--- src/rtl/svk_apb_mst_arbiter.sv ---
// Round-robin arbiter that shares one APB master port among NUM_REQ requesters.
// Define SVK_APB_ARB_TIMEOUT_EN to abort ACCESS phases that wait TIMEOUT_CYC cycles for pready.
module svk_apb_mst_arbiter #(
    parameter int unsigned NUM_REQ     = 4,
    parameter int unsigned ADDR_W      = 32,
    parameter int unsigned DATA_W      = 32,
    parameter int unsigned TIMEOUT_CYC = 1024
) (
    input  logic                         pclk,
    input  logic                         preset,
    input  logic [NUM_REQ-1:0]           req_valid,
    output logic [NUM_REQ-1:0]           req_ready,
    input  logic [NUM_REQ-1:0]           req_write,
    input  logic [NUM_REQ*ADDR_W-1:0]    req_addr,
    input  logic [NUM_REQ*DATA_W-1:0]    req_wdata,
    input  logic [NUM_REQ*DATA_W/8-1:0]  req_strb,
    input  logic [NUM_REQ*3-1:0]         req_prot,
    output logic [NUM_REQ-1:0]           rsp_valid,
    output logic [DATA_W-1:0]            rsp_rdata,
    output logic                         rsp_slverr,
    output logic [ADDR_W-1:0]            paddr,
    output logic                         psel,
    output logic                         penable,
    output logic                         pwrite,
    output logic [DATA_W-1:0]            pwdata,
    output logic [DATA_W/8-1:0]          pstrb,
    output logic [2:0]                   pprot,
    input  logic [DATA_W-1:0]            prdata,
    input  logic                         pready,
    input  logic                         pslverr
);
    localparam int unsigned STRB_W = DATA_W / 8;
    localparam int unsigned PTR_W  = (NUM_REQ > 1) ? $clog2(NUM_REQ) : 1;

    typedef enum logic [1:0] {IDLE, SETUP, ACCESS} state_t;

    state_t             state;
    logic [PTR_W-1:0]   ptr;
    logic [PTR_W-1:0]   owner;
    logic [PTR_W-1:0]   win;
    logic               win_found;
    logic               grant_win;
    logic               accept;
    logic [NUM_REQ-1:0] owner_hot;
    int unsigned        idx;

    logic [ADDR_W-1:0]  addr_arr  [NUM_REQ];
    logic [DATA_W-1:0]  wdata_arr [NUM_REQ];
    logic [STRB_W-1:0]  strb_arr  [NUM_REQ];
    logic [2:0]         prot_arr  [NUM_REQ];

    // Unpack the flat per-requester buses
    for (genvar g = 0; g < NUM_REQ; g++) begin : g_unpack
        assign addr_arr[g]  = req_addr[g*ADDR_W +: ADDR_W];
        assign wdata_arr[g] = req_wdata[g*DATA_W +: DATA_W];
        assign strb_arr[g]  = req_strb[g*STRB_W +: STRB_W];
        assign prot_arr[g]  = req_prot[g*3 +: 3];
    end

    // First valid requester at or after the round-robin pointer
    always_comb begin
        win       = '0;
        win_found = 1'b0;
        idx       = 0;
        for (int unsigned k = 0; k < NUM_REQ; k++) begin
            idx = (32'(ptr) + k) % NUM_REQ;
            if (!win_found && req_valid[PTR_W'(idx)]) begin
                win_found = 1'b1;
                win       = PTR_W'(idx);
            end
        end
    end

    assign grant_win = (state == IDLE) || ((state == ACCESS) && pready);
    assign accept    = grant_win && win_found && !preset;
    assign owner_hot = NUM_REQ'(1) << owner;

    always_comb begin
        req_ready = '0;
        if (accept) req_ready = NUM_REQ'(1) << win;
    end

`ifdef SVK_APB_ARB_TIMEOUT_EN
    localparam int unsigned TMO_W = $clog2(TIMEOUT_CYC + 1);
    logic [TMO_W-1:0] tmo_cnt;
`endif

    // APB sequencing; a grant in the same cycle overrides the return to IDLE
    always_ff @(posedge pclk or posedge preset) begin
        if (preset) begin
            state      <= IDLE;
            ptr        <= '0;
            owner      <= '0;
            psel       <= 1'b0;
            penable    <= 1'b0;
            pwrite     <= 1'b0;
            paddr      <= '0;
            pwdata     <= '0;
            pstrb      <= '0;
            pprot      <= '0;
            rsp_valid  <= '0;
            rsp_rdata  <= '0;
            rsp_slverr <= 1'b0;
`ifdef SVK_APB_ARB_TIMEOUT_EN
            tmo_cnt    <= '0;
`endif
        end else begin
            rsp_valid <= '0;
            unique case (state)
                SETUP: begin
                    penable <= 1'b1;
                    state   <= ACCESS;
                end
                ACCESS: begin
                    if (pready) begin
                        rsp_valid  <= owner_hot;
                        rsp_rdata  <= prdata;
                        rsp_slverr <= pslverr;
                        state      <= IDLE;
                        psel       <= 1'b0;
                        penable    <= 1'b0;
                    end
`ifdef SVK_APB_ARB_TIMEOUT_EN
                    else if (tmo_cnt == TMO_W'(TIMEOUT_CYC - 1)) begin
                        rsp_valid  <= owner_hot;
                        rsp_rdata  <= '0;
                        rsp_slverr <= 1'b1;
                        state      <= IDLE;
                        psel       <= 1'b0;
                        penable    <= 1'b0;
                    end else begin
                        tmo_cnt <= tmo_cnt + TMO_W'(1);
                    end
`endif
                end
                default: ;
            endcase
            if (accept) begin
                state   <= SETUP;
                psel    <= 1'b1;
                penable <= 1'b0;
                owner   <= win;
                ptr     <= (32'(win) == NUM_REQ - 1) ? '0 : win + PTR_W'(1);
                pwrite  <= req_write[win];
                paddr   <= addr_arr[win];
                pwdata  <= wdata_arr[win];
                pstrb   <= strb_arr[win];
                pprot   <= prot_arr[win];
`ifdef SVK_APB_ARB_TIMEOUT_EN
                tmo_cnt <= '0;
`endif
            end
        end
    end

endmodule

--- config.mk ---
export PLATFORM = sky130hd
export DESIGN_NAME = svk_apb_mst_arbiter
export DESIGN_NICKNAME = d
export VERILOG_FILES = /design/src/rtl/svk_apb_mst_arbiter.sv
export SDC_FILE = /design/constraint.sdc
export NUM_CORES = 1
export LEC_CHECK = 0
export CORE_AREA = 2 2 171 173
export DETAILED_ROUTE_END_ITERATION = 7
export DIE_AREA = 0 0 173 175
export PLACE_DENSITY = 0.61
export SLEW_MARGIN = 20
export SYNTH_ARGS = -nofsm -noshare
export SYNTH_HDL_FRONTEND = slang
export SYNTH_SLANG_ARGS = --single-unit
--- constraint.sdc ---
create_clock -name pclk -period 4.1 [get_ports pclk]
set_input_delay 0.82 -clock pclk [delete_from_list [all_inputs] [get_ports pclk]]
set_output_delay 0.82 -clock pclk [all_outputs]
set_load 0.1 [all_outputs]
# After elaboration in Yosys (flattened, before gate mapping)
# Cells that the tools add are included.
[op_classes] n_addsub=4 magnitude_cmp=6 n_eq_ne=4 shift=2 muxes=42 bitwise=1 n_reduce_logical=18
[ops] op="32-bit binary-select mux with 2-bit select" n=2
[ops] op="32-bit 2-to-1 mux" n=4
[ops] op="4-bit 2-to-1 mux" n=5
[ops] op="2-bit by 3-bit < comparator with 1-bit output (second input constant)" n=5
[ops] op="2-bit 2-to-1 mux" n=7
[ops] op="1-bit 2-to-1 mux" n=13
[ops] op="1-bit binary-select mux with 2-bit select" n=5
[ops] op="4-bit binary-select mux with 2-bit select" n=1
[ops] op="1-bit by 2-bit << shifter with 4-bit output (first input constant)" n=2
[ops] op="3-bit binary-select mux with 2-bit select" n=1
[ops] op="1-bit logical AND" n=6
[ops] op="3-bit 2-to-1 mux" n=2
[ops] op="2-bit AND reduction" n=3
[ops] op="2-bit by 1-bit adder with 2-bit output (second input constant)" n=2
[ops] op="2-bit adder (second input constant)" n=2
[ops] op="2-bit == test (second input constant)" n=2
[ops] op="1-bit zero test" n=4
[ops] op="2-bit case mux with 2 select lines" n=1
[ops] op="2-bit nonzero test" n=2
[ops] op="3-bit greater-or-equal comparator (second input constant)" n=1
[ops] op="3-bit inequality test (second input constant)" n=1
[ops] op="2-bit NOT with 3-bit output" n=1
[ops] op="3-bit nonzero test" n=1
[ops] op="2-bit by 1-bit == test with 1-bit output (second input constant)" n=1
[ops] op="3 further kinds" n=3
[word_totals] reg_bits=117 in_bits=328 out_inout_bits=115 word_cells=90

# Depth between registers and ports, before layout
[logic_depth] word_depth=16 depth_mapped=9 ltp_nobuf=7

# Worst setup path before layout
# Ideal clock, no wire load.
[synth_timing] path_type="in2out" startpoint="input req_valid[2]" endpoint="output req_ready[3]" arrival_ps=2657 required_time_ps=3280 setup_slack_ps=623 cell_stages=8 path_buffers=2 path_cell_list="mux2i_1 > o22a_1 > nand2_1 > buf_2 > buf_2 > inv_1 > ha_1 > and2_1"
[synth_via] word_cells_on_any_way=26 classes_between="1 x shift; 17 x mux; 8 x reduce/logical"
[synth_rtl] item="from (decl)" line="11" source="input logic [NUM_REQ-1:0] req_valid,"
[synth_rtl] item="1-bit binary-select mux with 2-bit select" line="67" source="if (!win_found && req_valid[PTR_W'(idx)]) begin"
[synth_rtl] item="1-bit 2-to-1 mux (not written as such)" line="67"
[synth_rtl] item="1-bit 2-to-1 mux" line="67"
[synth_rtl] item="1-bit zero test" line="67"
[synth_rtl] item="1-bit logical AND" line="67"
[synth_rtl] item="1-bit 2-to-1 mux" line="67"
[synth_rtl] item="1-bit zero test" line="67"
[synth_rtl] item="1-bit logical AND" line="67"
[synth_rtl] item="1-bit 2-to-1 mux" line="67"
[synth_rtl] item="1-bit zero test" line="67"
[synth_rtl] item="1-bit logical AND" line="67"
[synth_rtl] item="2-bit 2-to-1 mux *" line="67"
[synth_rtl] item="via win[0]" line="40" source="logic [PTR_W-1:0] win;"
[synth_rtl] item="1-bit by 2-bit << shifter with 4-bit output *" line="80" source="if (accept) req_ready = NUM_REQ'(1) << win;"
[synth_rtl] item="4-bit 2-to-1 mux *" line="80"
[synth_rtl] item="to (decl)" line="12" source="output logic [NUM_REQ-1:0] req_ready,"
# The timed path passes the listed nets; every way through them passes the cells marked *. The select of a mux whose other input is x is not followed.

# Final worst setup path
[layout_timing] startpoint="input req_valid[2]" endpoint="output req_ready[1]"
# Same word-level chain as after synthesis.

==> flow_summary.toml <==
[power]
power.switching_uw = 6210
combinationalPowerShare_pct = 66.8
power_frac_clock_pct = 14.4
p_seq_share_pct = 18.8
power.total_uw = 10600
power.leakage_uw = 0.00507
p_per_area_nw_per_um2 = 885
vdd_drop_max_uv = 546
switching_share_pct = 58.6
internal-power_uw = 4390

[global_routing]
grt_pass1_vias = 7508
grt.overflow.total = 0
grt_usage_pct = 18.3
antenna_found_initial = 0
grt_pass1_wl_mm = 42.9
grt_max_degree = 111

[critical_path]
r2r-start = "ptr[1]"
cp_num_buf_inv = 3
crit_end = "req_ready[1]"
cp-end-kind = "output pin"
slowest_delay_ps = 510
slowest_stage = "clkdlybuf4s50_1"
crit_path_max_fanout = 7
crit_type = "in -> out"
worstPathCellList = "clkdlybuf4s50_1 -> nor2b_1 -> a221oi_1 -> nor2_1 -> inv_1 -> ha_1 -> and2_1 -> buf_12"
cp-start-kind = "input pin"
ff2ff_setup_slack_ps = 1750
cp-startpoint = "req_valid[2]"
path_depth = 8
crit_family = "buffers and inverters"
arrival_ps = 2650
rr_worst_depth = 7
r2r-end = "pwdata[27]"
worstPathRequired_ps = 3280

[clock_tree]
cts_tree = "built"
clk_pin_slew_ps = 70
cts_sinks = 116
clk_latency_ps = 420
ctsResizeCount = 0
cts_root_buf = "clkbuf_16"
cts_buffers = 17
max-clock-path-buffers = 2
cts_hold_buf = 0
cts_setup_buffers = 0
cts_htree_levels = 4

[floorplanning]
ios = 443
core-area_um2 = 28400
dieArea_um2 = 30300
dieHeight_um = 175
initial_core_util_pct = 22.8
die_w_um = 173
fp-row-count = 62

[timing]
clock.fmax_ghz = 0.288
holdWs_ps = 472
worstMarginPinSlew_ps = 1060
setup_slack_ps = 626
relSlewSlack_pct = 29.4
setup_tns_ps = 0
period_minus_slack_ps = 3470
hold_viol_final = 0
drv_slew = 0
period_share_pct = 84.7
fin_skew_ps = 11.9
rsz0062_at_grt = "false"
setup_viol = 0

[worst_hold_path]
hp-class = "reg -> reg"

[logic_synthesis]
syn_area_per_cell_um2 = 9.09
ys_seq_area_share_pct = 44.9
synth_top_area_share_pct = 44.9
ys_ff_latch = 116
synth-edff-count = 0
synthCells = 712
synth_common_cells = "229 x nand2_1, 116 x dfrtp_1, 73 x mux2i_1"
syn-cell-area_um2 = 6470
synthFlopType = "dfrtp_1"
syn_nets = 1044
ys_types = 34
synth.most_common_cell = "nand2_1"
synth_warnings = 0
ys_top_cells_by_area = "dfrtp_1 45%, nand2_1 13%, mux2i_1 11%, o211ai_1 8.4%, a2bb2oi_1 6.5%"
synth_top_cell_by_area = "dfrtp_1"
synth-async-reset-ratio_pct = 100

[layout]
drive_gt1_share_pct = 5.75
area_delta_synth_final_pct = 85.1
diodes = 0
final_net_count = 1466
fin_util_pct = 42.2

[place]
post-place-ws_ps = 626
dpl.hpwl_mm = 20.8
io_buffers = 442
gp_congestion = 0.837

[outcome]
status = "completed"

[drt]
first_pass_iters = 4
drt-total-wl_mm = 28.2
ant_nets = 0
drc = 0
routed-via-count = 7050
wire_per_inst_um = 18.4
drt-initial-drc-count = 254
viasPerCell = 4.60

[job]
cap_violations = 0
flip-flops by register name, indices dropped and copies added (netlist names):
| signal | count |
|---|---|
| owner | 2 |
| paddr | 32 |
| penable | 1 |
| pprot | 3 |
| psel | 1 |
| pstrb | 4 |
| ptr | 2 |
| pwdata | 32 |
| pwrite | 1 |
| rsp_rdata | 32 |
| rsp_slverr | 1 |
| rsp_valid | 4 |
| state | 1 |
power by group through the flow:
stage               Sequential (µW)  Clock (µW)  Combinational, µW
global route                   2060        1620               7380
floorplan                      5590           0               1560
CTS                            1990        1580               7150
global placement               1990           0               7110
finish                         1990        1530               7080
detailed placement             2010           0               7140
layout by cell type (no fill, tap or decap), types with 6 or more instances in the layout:
| master | Yosys | final |
|---|---|---|
| clkdlybuf4s50_1 | 0 | 438 |
| o211ai_1 | 72 | 72 |
| inv_8 | 0 | 6 |
| o21ai_0 | 27 | 27 |
| dfrtp_1 | 116 | 116 |
| and3_1 | 25 | 25 |
| mux2i_1 | 73 | 73 |
| clkbuf_16 | 0 | 17 |
| buf_4 | 3 | 17 |
| nand2_1 | 229 | 228 |
| a2bb2oi_1 | 48 | 48 |
| a21boi_0 | 24 | 24 |
stage by stage:
step | instances | instance area (µm²)
after global routing | 1531 | 12000
after floorplan | 712 | 6470
final | 1531 | 12000
after CTS | 1531 | 12000
after global placement | 1499 | 11400
after detailed placement | 1499 | 11400
cell families after synthesis:
logic type      after synthesis  share of synthesized area (%)
compound gates              181                           21.2
fa+ha+maj                     4                          0.773
buf+inv                      63                           4.14
flops                       116                           44.9
mux                          73                           11.3
simple gates                275                           17.7
final cells by class:
type / instances / area, µm²
tap: 384 / 480
clock inverter: 15 / 184
clock buffer: 17 / 425
timing repair buffer: 460 / 4610
fill: 2814 / 16400
multi-input combinational: 533 / 3350
sequential: 116 / 2900
inverter: 6 / 25.0
worst min-delay path by stage:
stage	startpoint	to	slack [ps]	cells after the start
floorplan	owner[0]	rsp_valid[2]	460	1
global placement	rsp_rdata[26]	rsp_rdata[26]	460	2
detailed placement	rsp_rdata[3]	rsp_rdata[3]	460	2
CTS	rsp_rdata[10]	rsp_rdata[10]	480	2
global route	rsp_rdata[24]	rsp_rdata[24]	500	2
finish	rsp_rdata[3]	rsp_rdata[3]	470	2
layer usage:
metal  part of all wire (%)  global-route usage, %  vias to the layer above
li1                       -                      -                     3369
met1                     40                   20.4                     3353
met2                     51                   33.6                      299
met3                    7.3                   5.31                       29
met4                    2.1                   5.79                        0
met5                      0                      0                        -
worst register-to-register path, stage by stage (launching register included):
cell and delay, ps:
dfrtp_1 460, nand2b_1 200, a21o_2 250, buf_4 290, a2111oi_4 440, buf_4 400
nand2_1 130, o211ai_1 90
(Power assumes the default switching activity.)
